[src/rtl/sum_of_squares_seq.sv]
`default_nettype none
// ============================================================================
//  Module      : sum_of_squares_seq
//  Description : Sequential x*x + y*y using one shared shift-and-add datapath.
//                One operand pair in flight; valid/ready on both sides.
//  Revision    : 1.0 - initial release
// ============================================================================
module sum_of_squares_seq #(
    parameter int WIDTH = 8
) (
    input  logic               clk,
    input  logic               rst_n,
    input  logic               ena,
    input  logic               in_valid,
    output logic               in_ready,
    input  logic [WIDTH-1:0]   x,
    input  logic [WIDTH-1:0]   y,
    output logic               out_valid,
    input  logic               out_ready,
    output logic [2*WIDTH:0]   sum_sq,
    output logic               busy
);

    localparam int ACC_W = 2 * WIDTH + 1;
    localparam int IDX_W = $clog2(WIDTH);
    localparam int CNT_W = IDX_W + 1;

    // Last bit index of an operand; SQ_Y runs one extra step to publish acc.
    localparam logic [CNT_W-1:0] C_CNT_LAST  = CNT_W'(WIDTH - 1);
    localparam logic [CNT_W-1:0] C_CNT_FINAL = CNT_W'(WIDTH);

    typedef enum logic [1:0] {
        IDLE = 2'd0,
        SQ_X = 2'd1,
        SQ_Y = 2'd2,
        DONE = 2'd3
    } state_t;

    state_t             r_state;
    state_t             w_next_state;
    logic [WIDTH-1:0]   r_x;
    logic [WIDTH-1:0]   r_y;
    logic [ACC_W-1:0]   r_acc;
    logic [CNT_W-1:0]   r_cnt;
    logic [ACC_W-1:0]   r_sum_sq;
    logic               r_out_valid;

    logic [WIDTH-1:0]   w_operand;
    logic [IDX_W-1:0]   w_idx;
    logic               w_bit;
    logic [ACC_W-1:0]   w_addend;
    logic [ACC_W-1:0]   w_sum;

    // Shared shift-and-add: the operand being squared is selected by state.
    assign w_operand = (r_state == SQ_X) ? r_x : r_y;
    assign w_idx     = r_cnt[IDX_W-1:0];
    assign w_bit     = w_operand[w_idx];
    assign w_addend  = ACC_W'(w_operand) << w_idx;
    assign w_sum     = r_acc + w_addend;

    assign in_ready  = (r_state == IDLE) && ena;
    assign busy      = (r_state != IDLE);
    assign out_valid = r_out_valid;
    assign sum_sq    = r_sum_sq;

    // State register; ena low freezes the machine.
    always_ff @(posedge clk or negedge rst_n) begin
        if (!rst_n) begin
            r_state <= IDLE;
        end else if (ena) begin
            r_state <= w_next_state;
        end
    end

    // Next-state decode.
    always_comb begin
        w_next_state = r_state;
        case (r_state)
            IDLE: if (in_valid)               w_next_state = SQ_X;
            SQ_X: if (r_cnt == C_CNT_LAST)    w_next_state = SQ_Y;
            SQ_Y: if (r_cnt == C_CNT_FINAL)   w_next_state = DONE;
            DONE: if (out_ready)              w_next_state = IDLE;
            default:                          w_next_state = IDLE;
        endcase
    end

    // Datapath: operand capture, accumulation, result publish and pop.
    always_ff @(posedge clk or negedge rst_n) begin
        if (!rst_n) begin
            r_x         <= '0;
            r_y         <= '0;
            r_acc       <= '0;
            r_cnt       <= '0;
            r_sum_sq    <= '0;
            r_out_valid <= 1'b0;
        end else if (ena) begin
            case (r_state)
                IDLE: begin
                    if (in_valid) begin
                        r_x   <= x;
                        r_y   <= y;
                        r_acc <= '0;
                        r_cnt <= '0;
                    end
                end
                SQ_X: begin
                    if (w_bit) r_acc <= w_sum;
                    if (r_cnt == C_CNT_LAST) r_cnt <= '0;
                    else                     r_cnt <= r_cnt + 1'b1;
                end
                SQ_Y: begin
                    if (r_cnt == C_CNT_FINAL) begin
                        r_sum_sq    <= r_acc;
                        r_out_valid <= 1'b1;
                        r_cnt       <= '0;
                    end else begin
                        if (w_bit) r_acc <= w_sum;
                        r_cnt <= r_cnt + 1'b1;
                    end
                end
                DONE: begin
                    if (r_out_valid && out_ready) r_out_valid <= 1'b0;
                end
                default: ;
            endcase
        end
    end

endmodule
`default_nettype wire

[config.mk]
export PLATFORM = sky130hd
export DESIGN_NAME = sum_of_squares_seq
export DESIGN_NICKNAME = d
export VERILOG_FILES = /design/src/rtl/sum_of_squares_seq.sv
export SDC_FILE = /design/constraint.sdc
export NUM_CORES = 1
export LEC_CHECK = 0
export BUFFER_PORTS_ARGS = -buffer_cell sky130_fd_sc_hd__buf_2
export CORE_ASPECT_RATIO = 1.1
export CORE_MARGIN = 2
export CORE_UTILIZATION = 25
export DETAILED_ROUTE_END_ITERATION = 16
export SYNTH_ARGS = -nofsm -noshare
export SYNTH_HDL_FRONTEND = slang
export SYNTH_SLANG_ARGS = --single-unit
[constraint.sdc]
create_clock -name clk -period 4.75 [get_ports clk]
set_input_delay 0.95 -clock clk [delete_from_list [all_inputs] [get_ports clk]]
set_output_delay 0.95 -clock clk [all_outputs]
set_load 0.02 [all_outputs]
; After elaboration in Yosys (flattened, before gate mapping)
; Index checks and enable logic that the tools add are counted.
; W data, S select, Z words.
[op_classes]
bitwise_logic = 0
n_addsub = 2
mux = 19
div_mod_pow = 0
shift = 1
order_cmp = 1
reduce_logical = 12
mul = 0
n_eq_ne = 11
[op_table]
columns = operator, count
row1 = $mux W17, 3
row2 = $pmux W17 S3, 1
row3 = $add A17 B17 Y17, 1
row4 = $shl A8 B3 Y17, 1
row5 = $mux W4, 3
row6 = $pmux W4 S3, 1
row7 = $ne A2 B2 Y1 const B, 5
row8 = $reduce_and A3 Y1, 3
row9 = $mux W2, 4
row10 = $mux W8, 1
row11 = $pmux W2 S4, 1
row12 = $reduce_and A4 Y1, 2
row13 = $reduce_and A5 Y1, 1
row14 = $add A4 B1 Y4 const B, 1
row15 = $eq A2 B2 Y1 const B, 2
row16 = $eq A4 B3 Y1 const B, 1
row17 = $eq A4 B4 Y1 const B, 1
row18 = $lt A3 B4 Y1 const B, 1
row19 = $reduce_bool A2 Y1, 2
row20 = $bmux W1 S3, 1
row21 = $mux W1, 3
row22 = $reduce_bool A3 Y1, 1
row23 = $eq A2 B1 Y1 const B, 1
row24 = $logic_and A1 B1 Y1, 2
row25 = other kinds (3), 3
[word_totals]
in_bits = 21
n_memories = 0
register_bits = 57
latch_bits = 0
ramBits = 0
wordCells = 53
mem_bits_ro = 0

; Logic depth before layout (Yosys ltp)
; Gate-level depths: netlist of run 1.
[depth]
ltp_word = 7
ltp_mapped = 16
ltp_nobuf = 14

; Least setup slack after synthesis of run 1
; Ideal clock, no wire load.
[synth_timing]
path_kind = flip-flop to flip-flop
from = register r_state[1]
to = register r_acc[13]
n_path_buf = 2
slack_ps = 1307
path_stages_with_launch = 17
t_arrival_ps = 3321
setup_time_ps = 122
period_less_slack_ps = 3443
cell_sequence = dfrtp_1 inv_1 ha_1 buf_2 buf_1 mux4_2 nor2_1 a21oi_1 nor2_1 a21oi_1 ha_1 a21oi_1 inv_1 o31ai_1 a21oi_1 or3_1 a32o_1
[synth_via]
elab_chain_cells = 7
word_cells_on_any_way = 15
cone_classes = add/sub (1) / eq/ne (4) / shift (1) / mux (6) / reduce/logical (3)
[synth_lines]
columns = item, line_no
row1 = from (decl), 39  ; state_t r_state;
row2 = from (signal assigned), 71  ; r_state <= w_next_state;
row3 = $eq A2 B1 Y1, "55, 97"
row4 = $mux W8, 55  ; assign w_operand = (r_state == SQ_X) ? r_x : r_y;
row5 = $shl A8 B3 Y17 or $bmux W1 S3 (tied branches), "58, 57"
row6 = $add A17 B17 Y17 or $mux W1 (tied branches), "59, 57"
row7 = $mux W17, "107, 117"
row8 = $mux W17, 112  ; if (r_cnt == C_CNT_FINAL) begin
row9 = $pmux W17 S3, 97  ; case (r_state)
row10 = to (signal assigned), 107  ; if (w_bit) r_acc <= w_sum;
row11 = to (signal assigned), 117  ; if (w_bit) r_acc <= w_sum;
row12 = to (decl), 43  ; logic [ACC_W-1:0] r_acc;
; Several ways; a longest one is shown, not always the timed one. The select of a mux whose other input is x is not followed.
; A chain may end at the register's enable or synchronous reset.

; Final worst setup path of run 1
; Ends and elaborated chain as after synthesis.

==> results.md, run 1 <==
* Worst-path cell chain: inv_1, ha_1, mux2_2, nand2_1, nor2_1, a21oi_1, a21oi_1, ha_1, a21oi_1, inv_1, o31ai_1, a21oi_1, or3_1, a32o_1
* Switching power at 1120 uW
* Fraction of layout cells with a size suffix above 1 at 0.272
* Crit path kind: flop to flop
* WL final at 7.67 mm
* Register area share after synthesis at 0.398
* Ys Warns at 0
* Vias in the first global route at 2,597
* Pre-Repair DR Iteration Count at 5
* Power share of the sequential group at 0.281
* Critical path's most frequent cell: a21oi_1
* Bufs on Longest Clock Path at 2
* Syn_area_per_cell at 10.7 um2
* PwrDens at 646 nW/um2
* Initial antenna violation count at 0
* Grt met3 use at 0.0268
* Measured slew at the worst slew-check pin at 804 ps
* Clk slew on worst S/H paths at 50 ps
* First-pass GRT wire length at 13.0 mm
* CP Data Arrival Time at 4130 ps
* Mapped Cells at 335
* Post-synth EDFFs at 0
* Hold Startpoint: sum_sq[1]
* Antenna cell count at 0
* CTS root buffer: clkbuf_16
* Worst-Skew Late Latency at 330 ps
* Critical path's top delay family: compound AO/OA/AOI/OAI gates
* Crit start category: flop
* Most used flip-flop cell after synthesis: dfrtp_1
* Combinational share of power at 0.515
* Sw Ratio at 0.413
* Minimum clock period at 3920 ps
* Synthesized cell area at 3580 um2
* Maxcap violations at 0
* Port-buffer cells at 40
* Static Leak at 0.00206 uW
* CTS hold repair buffers at 0
* Hold Fails Final Rpt at 0
* VDD IR max at 0.245 mV
* HPWL after DPL at 5.71 mm
* CTS H-tree depth at 3
* Area delta synth->final at 17.6%
* P_int at 1600 uW
* Setup Fix Bufs, Post-CTS at 0
* Critical path endpoint category: flop
* Routed len/inst at 13.6 um
* Post-synth ARST share at 1.00
* Relative slew slack at 0.462
* CP max-delay cell: ha_1
* Clock group share of total power at 0.204
* GPL Wtd Cong at 0.844
* Worst Clk Skew at 9.31 ps
* Met2 usage at 0.170
* Finished Layout Cells at 563
* CP Buf/Inv Count at 2
* Slew Viols, Final at 0
* Effective utilization at floorplan at 0.257
* WP data required at 4960 ps
* Post-synth cell types at 47
* Layout Nets at 417
* Num ports at 41
* Critical path launch point: r_state[1]
* Fmax at 255 MHz
* Fraction of the cycle the final worst path needs at 0.825
* Die height at 130 um
* Drt initial violations at 93
* Total CTS buffers at 9
* Clock sinks at 57
* FP Rows at 45
* CORE AREA at 13,900 um2
* Unrepaired setup endpoints after global routing: no
* Resized cells post-CTS at 0
* GRT busiest layer: met2
* Die area at 15,300 um2
* Hold Crit Class: flop to flop
* Reg-to-reg slack, setup at 830 ps
* Die X at 118 um
* Post-synth net total at 379
* Status: finished clean
* All-layer global routing usage at 0.107
* Critical Path Max Stage Delay at 580 ps
* Pin count of the biggest net entering global routing at 58
* Vias per cell at 4.68
* Final setup viols at 0
* TNS Setup at 0 ps
* Antenna Nets Post-Route at 0
* FF-to-FF Start: r_state[1]
* GRT overflow at 0
* Post-route DRC violation count at 0
* Cells after DPL at 550
* Via count at 2,634
* Met1 Usage GRT at 0.140
* Crit path max fanout at 16
* #FFs+latches synth at 57
* CTS tree: done
## worst paths after layout
kind                             end  cells after the start
max                        r_acc[13]                     14
min                        sum_sq[1]                      2
max reg2reg                r_acc[13]                     14
min reg2reg                sum_sq[1]                      2
max in group asynchronous     r_y[6]                      2
min in group asynchronous  sum_sq[0]                      2
## registers in the layout, indices dropped and copies added, names as in the netlist
name,cells
r_acc,17
r_cnt,4
sum_sq,17
r_state,2
out_valid,1
r_x,8
r_y,8
## worst min-delay path, delay by kind of cell (launching register included)
| kind | cells | cell delay (ps) |
|---|---|---|
| simple gates | 1 | 50 |
| compound gates | 1 | 60 |
| flops | 1 | 340 |
## Yosys cell counts, drive strengths merged (5+ instances only)
cell,count,area (um2)
a21o,7,52.6
a21oi,21,105
a22o,8,70.1
buf,8,46.3
clkbuf,7,26.3
dfrtp,57,1430
ha,22,275
inv,14,52.6
mux2,34,383
mux2i,10,100
mux4,10,225
nand2,30,113
nor2,18,67.6
o21ai,17,85.1
o21bai,5,41.3
o31ai,6,45.0
xor2,6,52.6
## cells by family after synthesis
family	synth area share
compound gates	0.160
mux	0.198
buf+inv	0.0350
simple gates	0.104
fa+ha+maj	0.0825
flops	0.398
xor+xnor	0.0220
## final cells by class
class	instances	area, um2
sequential	57	1430
clock buffer	12	246
inverter	14	52.6
clock inverter	1	5.00
timing repair buffer	42	215
tap	188	235
fill	1450	9700
multi-input combinational	249	2030
## stage by stage
step            util  setup slack [ps]  cell area (um2)  power [uW]  hold WS [ps]
6_report       0.303               833             4210        2720           479
5_1_grt        0.303               557             4210        2930           509
4_1_cts        0.303               838             4210        2730           482
3_5_place_dp   0.285               851             3960        2160           471
3_3_place_gp   0.285               969             3960        2110           465
2_1_floorplan      -              1310             3580        1860           473
## power by group through the flow
| stage | registers [uW] | clock network (uW) | logic, uW |
|---|---|---|---|
| 6_report | 764 | 555 | 1400 |
| 5_1_grt | 791 | 596 | 1550 |
| 4_1_cts | 763 | 570 | 1400 |
| 3_5_place_dp | 771 | 0 | 1390 |
| 3_3_place_gp | 762 | 0 | 1350 |
| 2_1_floorplan | 695 | 0 | 1170 |
## layout by cell type, fill, tap and decap left out, types with 7 or more instances in the layout
| master | n |
|---|---|
| inv_1 | 14 |
| clkbuf_16 | 9 |
| mux2i_1 | 10 |
| nand2_1 | 30 |
| dfrtp_1 | 57 |
| mux4_2 | 10 |
| a21o_1 | 7 |
| nor2_1 | 18 |
| a22o_1 | 8 |
| ha_1 | 22 |
| mux2_2 | 34 |
| o21ai_0 | 17 |
| buf_2 | 40 |
| a21oi_1 | 21 |
## layer usage
metal / part of all wire / wire, um / vias up
met5: 0 / 0 / -
met4: 0.016 / 122 / 0
met3: 0.034 / 258 / 12
met2: 0.45 / 3430 / 42
met1: 0.50 / 3860 / 1268
li1: - / - / 1312
Power figures use the tool's default switching activity.
==> run 2: changes to the inputs <==
ABC_AREA = 1   (was unset)
clock period = 4 ns   (was 4.75 ns; I/O delays follow)
==> run 2 against run 1 <==
Effect of this change: sequential share of layout area is 2.5 points lower; via count is 32% higher; worst hold slack worse by 19 ps; total power is 39% higher; area after synthesis is 6.3% higher; non-clock buffer count stayed put; clock power is 69% higher; combinational power is 41% higher; die area is 6.1% higher; final area is 8.0% higher; utilization hardly changed; largest cell class unchanged; largest power group unchanged; highest routed layer unchanged.
==> results.md, run 2 <==
* Post-synth EDFFs at 0 (unchanged)
* Reg-to-reg slack, setup at 570 ps (was 830 ps)
* Most common cell after layout, fill and taps aside: nand2_1 (was dfrtp_1)
* Cell with the most instances after synthesis: nand2_1 (was dfrtp_1)
* Worst-path cell chain: inv_1, ha_1, inv_1, nand2_1, nand2_1, nor2_1, a31oi_1, nor2_1, inv_1, nor2_1, inv_1, fa_1, inv_1, nand3_1, nand2_1, nand2_1, nand2_1, nand2_1, nand2_1, xor2_1, nand2_1, nand2_1 (was inv_1, ha_1, mux2_2, nand2_1, nor2_1, a21oi_1, a21oi_1, ha_1, a21oi_1, inv_1, o31ai_1, a21oi_1, or3_1, a32o_1)
* VDD IR max at 0.467 mV (was 0.245 mV)
* Fraction of layout cells with a size suffix above 1 at 0.129 (was 0.272)
* WHS Endpoint: sum_sq[2] (was sum_sq[1])
* Synth Area in Adders at 0.0776 (was 0.0825)
* Measured slew at the worst slew-check pin at 892 ps (was 804 ps)
* Hold Startpoint: sum_sq[2] (was sum_sq[1])
* Crit start category: flop (unchanged)
* Hold Fails Final Rpt at 0 (unchanged)
* Unrepaired setup endpoints after global routing: no (unchanged)
* Resized cells post-CTS at 0 (unchanged)
* Critical path launch point: r_state[1] (unchanged)
* Relative slew slack at 0.404 (was 0.462)
* Effective utilization at floorplan at 0.254 (was 0.257)
* Status: finished clean (unchanged)
* Worst slack, placed at 643 ps (was 851 ps)
* Die height at 133 um (was 130 um)
* GPL Wtd Cong at 0.884 (was 0.844)
* Min Hold Slack at 460 ps (was 479 ps)
* Total power at 3780 uW (was 2720 uW)
* Setup Fix Bufs, Post-CTS at 0 (unchanged)
* All-layer global routing usage at 0.125 (was 0.107)
* Minimum clock period at 3430 ps (was 3920 ps)
* Slew Viols, Final at 0 (unchanged)
* R2r endpoint: r_acc[10] (was r_acc[13])
* Synthesized cell area at 3810 um2 (was 3580 um2)
* WL final at 9.26 mm (was 7.67 mm)
* Post-synth ARST share at 1.00 (unchanged)
* Syn_area_per_cell at 6.87 um2 (was 10.7 um2)
* Post-synth cell types at 35 (was 47)
* Critical path's most frequent cell: nand2_1 (was a21oi_1)
* Post-synthesis mux area share at 0.00592 (was 0.198)
* Drt initial violations at 143 (was 93)
* Total CTS buffers at 9 (unchanged)
* CTS root buffer: clkbuf_16 (unchanged)
* CORE AREA at 15,000 um2 (was 13,900 um2)
* Crit path max fanout at 13 (was 16)
* Routed len/inst at 11.6 um (was 13.6 um)
* Worst reg-to-reg path cell count at 22 (was 14)
* Area delta synth->final at 19.4% (was 17.6%)
* Mapped Cells at 554 (was 335)
* FP Rows at 47 (was 45)
* Antenna cell count at 0 (unchanged)
* Bufs on Longest Clock Path at 2 (unchanged)
* CP max-delay cell: ha_1 (unchanged)
* Register area share after synthesis at 0.375 (was 0.398)
* Compound-Gate Fraction of Synth Area at 0.0897 (was 0.160)
* Setup ws final at 573 ps (was 833 ps)
* Fmax at 292 MHz (was 255 MHz)
* Maxcap violations at 0 (unchanged)
* Die X at 122 um (was 118 um)
* Post-synth net total at 598 (was 379)
* HPWL after DPL at 7.22 mm (was 5.71 mm)
* FF-to-FF Start: r_state[1] (unchanged)
* Final core occ at 0.303 (about the same)
* CTS H-tree depth at 3 (unchanged)
* Critical Path Max Stage Delay at 450 ps (was 580 ps)
* Num ports at 41 (unchanged)
* Vias per cell at 4.36 (was 4.68)
* CTS hold repair buffers at 0 (unchanged)
* Die area at 16,200 um2 (was 15,300 um2)
* Port-buffer cells at 40 (unchanged)
* Pre-Repair DR Iteration Count at 4 (was 5)
* Clk slew on worst S/H paths at 60 ps (was 50 ps)
* Clock sinks at 57 (unchanged)
* CTS tree: done (unchanged)
* Layout Nets at 638 (was 417)
* Synth top area share at 0.375 (was 0.398)
* Post-route DRC violation count at 0 (unchanged)
* Worst Clk Skew at 8.27 ps (was 9.31 ps)
* Vias in the first global route at 3,311 (was 2,597)
* Pin count of the biggest net entering global routing at 37 (was 58)
* Critical path's top delay family: simple AND/OR/NAND/NOR gates (was compound AO/OA/AOI/OAI gates)
* Post-Synth Simple-Gate Area at 0.340 (was 0.104)
* WP data required at 4280 ps (was 4960 ps)
* Hold Crit Class: flop to flop (unchanged)
* Crit path kind: flop to flop (unchanged)
* Top post-synthesis cells by area: dfrtp_1 (37%), nand2_1 (21%), ha_1 (7.2%), inv_1 (6.8%), nor2_1 (4.6%) (was dfrtp_1 (40%), mux2_2 (11%), ha_1 (7.7%), mux4_2 (6.3%), nand2_1 (3.1%))
* Critical path endpoint category: flop (unchanged)
* Final setup viols at 0 (unchanged)
* Worst-Skew Late Latency at 340 ps (was 330 ps)
* GRT overflow at 0 (unchanged)
* First-pass GRT wire length at 16.0 mm (was 13.0 mm)
* Worst Hold Path Cells at 2 (unchanged)
* Static Leak at 0.00256 uW (was 0.00206 uW)
* Most used flip-flop cell after synthesis: dfrtp_1 (unchanged)
* Fraction of the cycle the final worst path needs at 0.857 (was 0.825)
* Most frequent cells after synthesis: nand2_1 (217), inv_1 (69), dfrtp_1 (57), nor2_1 (47), a21oi_1 (30) (was dfrtp_1 (57), mux2_2 (34), nand2_1 (30), ha_1 (22), a21oi_1 (21))
* Via count at 3,469 (was 2,634)
* Most frequent cells in the layout: nand2_1 (217), inv_1 (69), dfrtp_1 (57) (was dfrtp_1 (57), buf_2 (40), mux2_2 (34))
* CP Data Arrival Time at 3710 ps (was 4130 ps)
* #FFs+latches synth at 57 (unchanged)
* TNS Setup at 0 ps (unchanged)
* Main combinational cell family by area after synthesis: simple AND/OR/NAND/NOR gates (was multiplexers)
* CP Buf/Inv Count at 5 (was 2)
* PwrDens at 831 nW/um2 (was 646 nW/um2)
* Initial antenna violation count at 0 (unchanged)
* Antenna Nets Post-Route at 0 (unchanged)
* Ys Warns at 0 (unchanged)
* Synth Area in XOR/XNOR at 0.0184 (was 0.0220)
* Area leader, netlist: dfrtp_1 (unchanged)
## run 2: worst max-delay path by stage
stage,endpoint,depth (start not counted)
4_1_cts,r_acc[10],22
3_5_place_dp,r_acc[10],22
2_1_floorplan,r_acc[16],24
5_1_grt,r_acc[16],24
6_report,r_acc[10],22
3_3_place_gp,r_acc[12],19
## run 2: report_power, final
part	internal, uW	switching (uW)	leakage (uW)
clock	668	270	0.000176
sequential	737	119	0.000723
combinational	667	1320	0.00166
## run 2: area by class of cell
| type | count | area, um2 |
|---|---|---|
| fillers | 1685 | 10500 |
| multi-input cells | 411 | 2020 |
| flip-flops and latches | 57 | 1430 |
| inverters | 73 | 274 |
| well taps | 196 | 245 |
| clock buffers | 10 | 229 |
| repair buffers | 42 | 215 |
| clock inverters | 6 | 130 |
## run 2: logic make-up after synthesis
group                      count (synthesis)
AOI/OAI and AO/OA                         63
DFF                                       57
muxes                                      2
and+or+nand+nor                          315
buffers and inverters                     86
xor gates and xnor gates                   8
adders and majority gates                 23
## run 2: metal layers
metal,part of all wire,GRT usage
met2,0.45,0.200
met5,0,0
met4,0.018,0.0421
met1,0.48,0.164
met3,0.050,0.0325
## run 2: worst min-delay path, delay by kind of cell, from the launching register on
family / cells / cell delay, ps
DFF: 1 / 330
and+or+nand+nor: 2 / 90
## run 2: through the flow
stage	cell area (um2)	std cells
6_report	4540	795
2_1_floorplan	3810	554
4_1_cts	4540	795
3_3_place_gp	4190	779
5_1_grt	4540	795
3_5_place_dp	4190	779
==> run 3: changes to the inputs <==
ABC_AREA = unset   (was 1)
==> run 3 against run 2 <==
Effect of this change: non-clock buffer count is 3 higher; first-iteration DRC count is 16% lower; worst hold slack better by 15 ps; flip-flop and latch count stayed put; clock skew is 0.91 ps lower; utilization is 0.46 points higher; fmax is 6.1% lower; die area is 5.8% lower; cell count is 28% lower; sequential power is 4.8% higher; clock power is 19% lower; critical path type unchanged; largest power group unchanged.
==> results.md, run 3 (same netlist as run 1, synthesis figures left out) <==
* Status: finished clean (unchanged)
* Critical path endpoint category: flop (unchanged)
* Pre-Repair DR Iteration Count at 4 (unchanged)
* Crit path kind: flop to flop (unchanged)
* Switching power at 1370 uW (was 1710 uW)
* Power share of the sequential group at 0.267 (was 0.226)
* Num ports at 41 (unchanged)
* CP max-delay cell: dfrtp_1 (was ha_1)
* Antenna Nets Post-Route at 0 (unchanged)
* Hold Fails Final Rpt at 0 (unchanged)
* Slew Viols, Final at 0 (unchanged)
* Crit path max fanout at 15 (was 13)
* Static Leak at 0.00210 uW (was 0.00256 uW)
* Minimum clock period at 3650 ps (was 3430 ps)
* GRT overflow at 0 (unchanged)
* TNS Setup at 0 ps (unchanged)
* Vias in the first global route at 2,720 (was 3,311)
* Worst-path cell chain: inv_1, ha_1, buf_4, mux2_2, nand2_1, nor2_1, a21oi_1, mux2i_1, ha_1, and3_1, a211oi_1, nor3b_1, a21oi_1, xor2_1, a22o_1 (was inv_1, ha_1, inv_1, nand2_1, nand2_1, nor2_1, a31oi_1, nor2_1, inv_1, nor2_1, inv_1, fa_1, inv_1, nand3_1, nand2_1, nand2_1, nand2_1, nand2_1, nand2_1, xor2_1, nand2_1, nand2_1)
* Drt initial violations at 120 (was 143)
* Port-buffer cells at 40 (unchanged)
* Final core occ at 0.308 (was 0.303)
* Effective utilization at floorplan at 0.257 (was 0.254)
* CTS H-tree depth at 3 (unchanged)
* Relative slew slack at 0.439 (was 0.404)
* All-layer global routing usage at 0.111 (was 0.125)
* Die X at 118 um (was 122 um)
* WL final at 7.84 mm (was 9.26 mm)
* Via count at 2,654 (was 3,469)
* Most common cell after layout, fill and taps aside: dfrtp_1 (was nand2_1)
* Cells after DPL at 553 (was 779)
* Clock group share of total power at 0.228 (was 0.248)
* Antenna cell count at 0 (unchanged)
* CORE AREA at 13,900 um2 (was 15,000 um2)
* P_int at 1980 uW (was 2070 uW)
* Unrepaired setup endpoints after global routing: no (unchanged)
* Bufs on Longest Clock Path at 2 (unchanged)
* Measured slew at the worst slew-check pin at 838 ps (was 892 ps)
* Pin count of the biggest net entering global routing at 31 (was 37)
* Hold Crit Class: flop to flop (unchanged)
* FP Rows at 45 (was 47)
* Fmax at 274 MHz (was 292 MHz)
* Routed len/inst at 13.8 um (was 11.6 um)
* CTS tree: done (unchanged)
* Die area at 15,300 um2 (was 16,200 um2)
* WP data required at 4220 ps (was 4280 ps)
* Final setup viols at 0 (unchanged)
* Layout Nets at 420 (was 638)
* Resized cells post-CTS at 0 (unchanged)
* Min Hold Slack at 475 ps (was 460 ps)
* Crit start category: flop (unchanged)
* Worst Clk Skew at 7.35 ps (was 8.27 ps)
* Fraction of layout cells with a size suffix above 1 at 0.286 (was 0.129)
* CTS root buffer: clkbuf_16 (unchanged)
* Critical Path Max Stage Delay at 420 ps (was 450 ps)
* Area delta synth->final at 19.5% (was 19.4%)
* Initial antenna violation count at 0 (unchanged)
* Clk slew on worst S/H paths at 50 ps (was 60 ps)
* Finished Layout Cells at 569 (was 795)
* Combinational share of power at 0.505 (was 0.525)
* Fillcell total at 1,445 (was 1,685)
* HPWL after DPL at 6.01 mm (was 7.22 mm)
* Post-route DRC violation count at 0 (unchanged)
* GPL Wtd Cong at 0.843 (was 0.884)
* CP Data Arrival Time at 3870 ps (was 3710 ps)
* Clock sinks at 57 (unchanged)
* Die height at 130 um (was 133 um)
* First-pass GRT wire length at 13.6 mm (was 16.0 mm)
* Sw Ratio at 0.409 (was 0.452)
* Most frequent cells in the layout: dfrtp_1 (57), buf_2 (40), mux2_2 (34) (was nand2_1 (217), inv_1 (69), dfrtp_1 (57))
* Vias per cell at 4.66 (was 4.36)
* VDD IR max at 0.366 mV (was 0.467 mV)
* Maxcap violations at 0 (unchanged)
* CTS hold repair buffers at 0 (unchanged)
* Setup Fix Bufs, Post-CTS at 0 (unchanged)
* Fraction of the cycle the final worst path needs at 0.913 (was 0.857)
* Worst-Skew Late Latency at 330 ps (was 340 ps)
* Total CTS buffers at 9 (unchanged)
* PwrDens at 784 nW/um2 (was 831 nW/um2)
[run 3: routing by layer]
layer	routed length, um	vias to the layer above	global-route usage
met5	0	-	0
met4	134	0	0.0446
met3	322	11	0.0313
met2	3660	60	0.184
met1	3720	1268	0.136
li1	-	1315	-
[run 3: final cells by class]
class                           count  area (um2)  area share
Multi-Input combinational cell    249        2030       0.474
Sequential cell                    57        1430       0.333
Clock buffer                       11         243      0.0567
Timing Repair Buffer               45         238      0.0556
Tap cell                          188         235      0.0550
Clock inverter                      5        55.1      0.0129
Inverter                           14        52.6      0.0123
[run 3: final timing paths]
check | depth (start not counted) | endpoint | from | slack [ps]
worst max-delay path | 15 | r_acc[14] | r_state[1] | 350
worst min-delay path | 2 | sum_sq[6] | sum_sq[6] | 470
min in group asynchronous | 1 | r_acc[7] | rst_n | 510
worst max register to register | 15 | r_acc[14] | r_state[1] | 350
worst min register to register | 2 | sum_sq[6] | sum_sq[6] | 470
max in group asynchronous | 2 | r_y[6] | rst_n | 2670
[run 3: through the flow]
step	power [uW]	setup WS [ps]	instance area, um2
2_1_floorplan	2210	557	3580
3_3_place_gp	2540	413	3980
3_5_place_dp	2600	390	3980
4_1_cts	3380	362	4280
5_1_grt	3610	60.0	4280
6_report	3350	349	4280
[run 3: critical path: cells and delay by family (launching register included)]
| family | cells | cell delay [ps] |
|---|---|---|
| adders and majority gates | 2 | 580 |
| muxes | 2 | 510 |
| DFF | 1 | 420 |
| buffers and inverters | 2 | 330 |
| xor gates and xnor gates | 1 | 160 |
| and+or+nand+nor | 4 | 700 |
| AOI/OAI and AO/OA | 4 | 850 |
[run 3: power groups by stage]
stage	Combinational (uW)	Sequential (uW)	Clock, uW
after detailed placement	1690	908	0
final	1690	896	764
after floorplan	1380	826	0
after CTS	1690	898	785
after global routing	1880	927	808
after global placement	1640	895	0
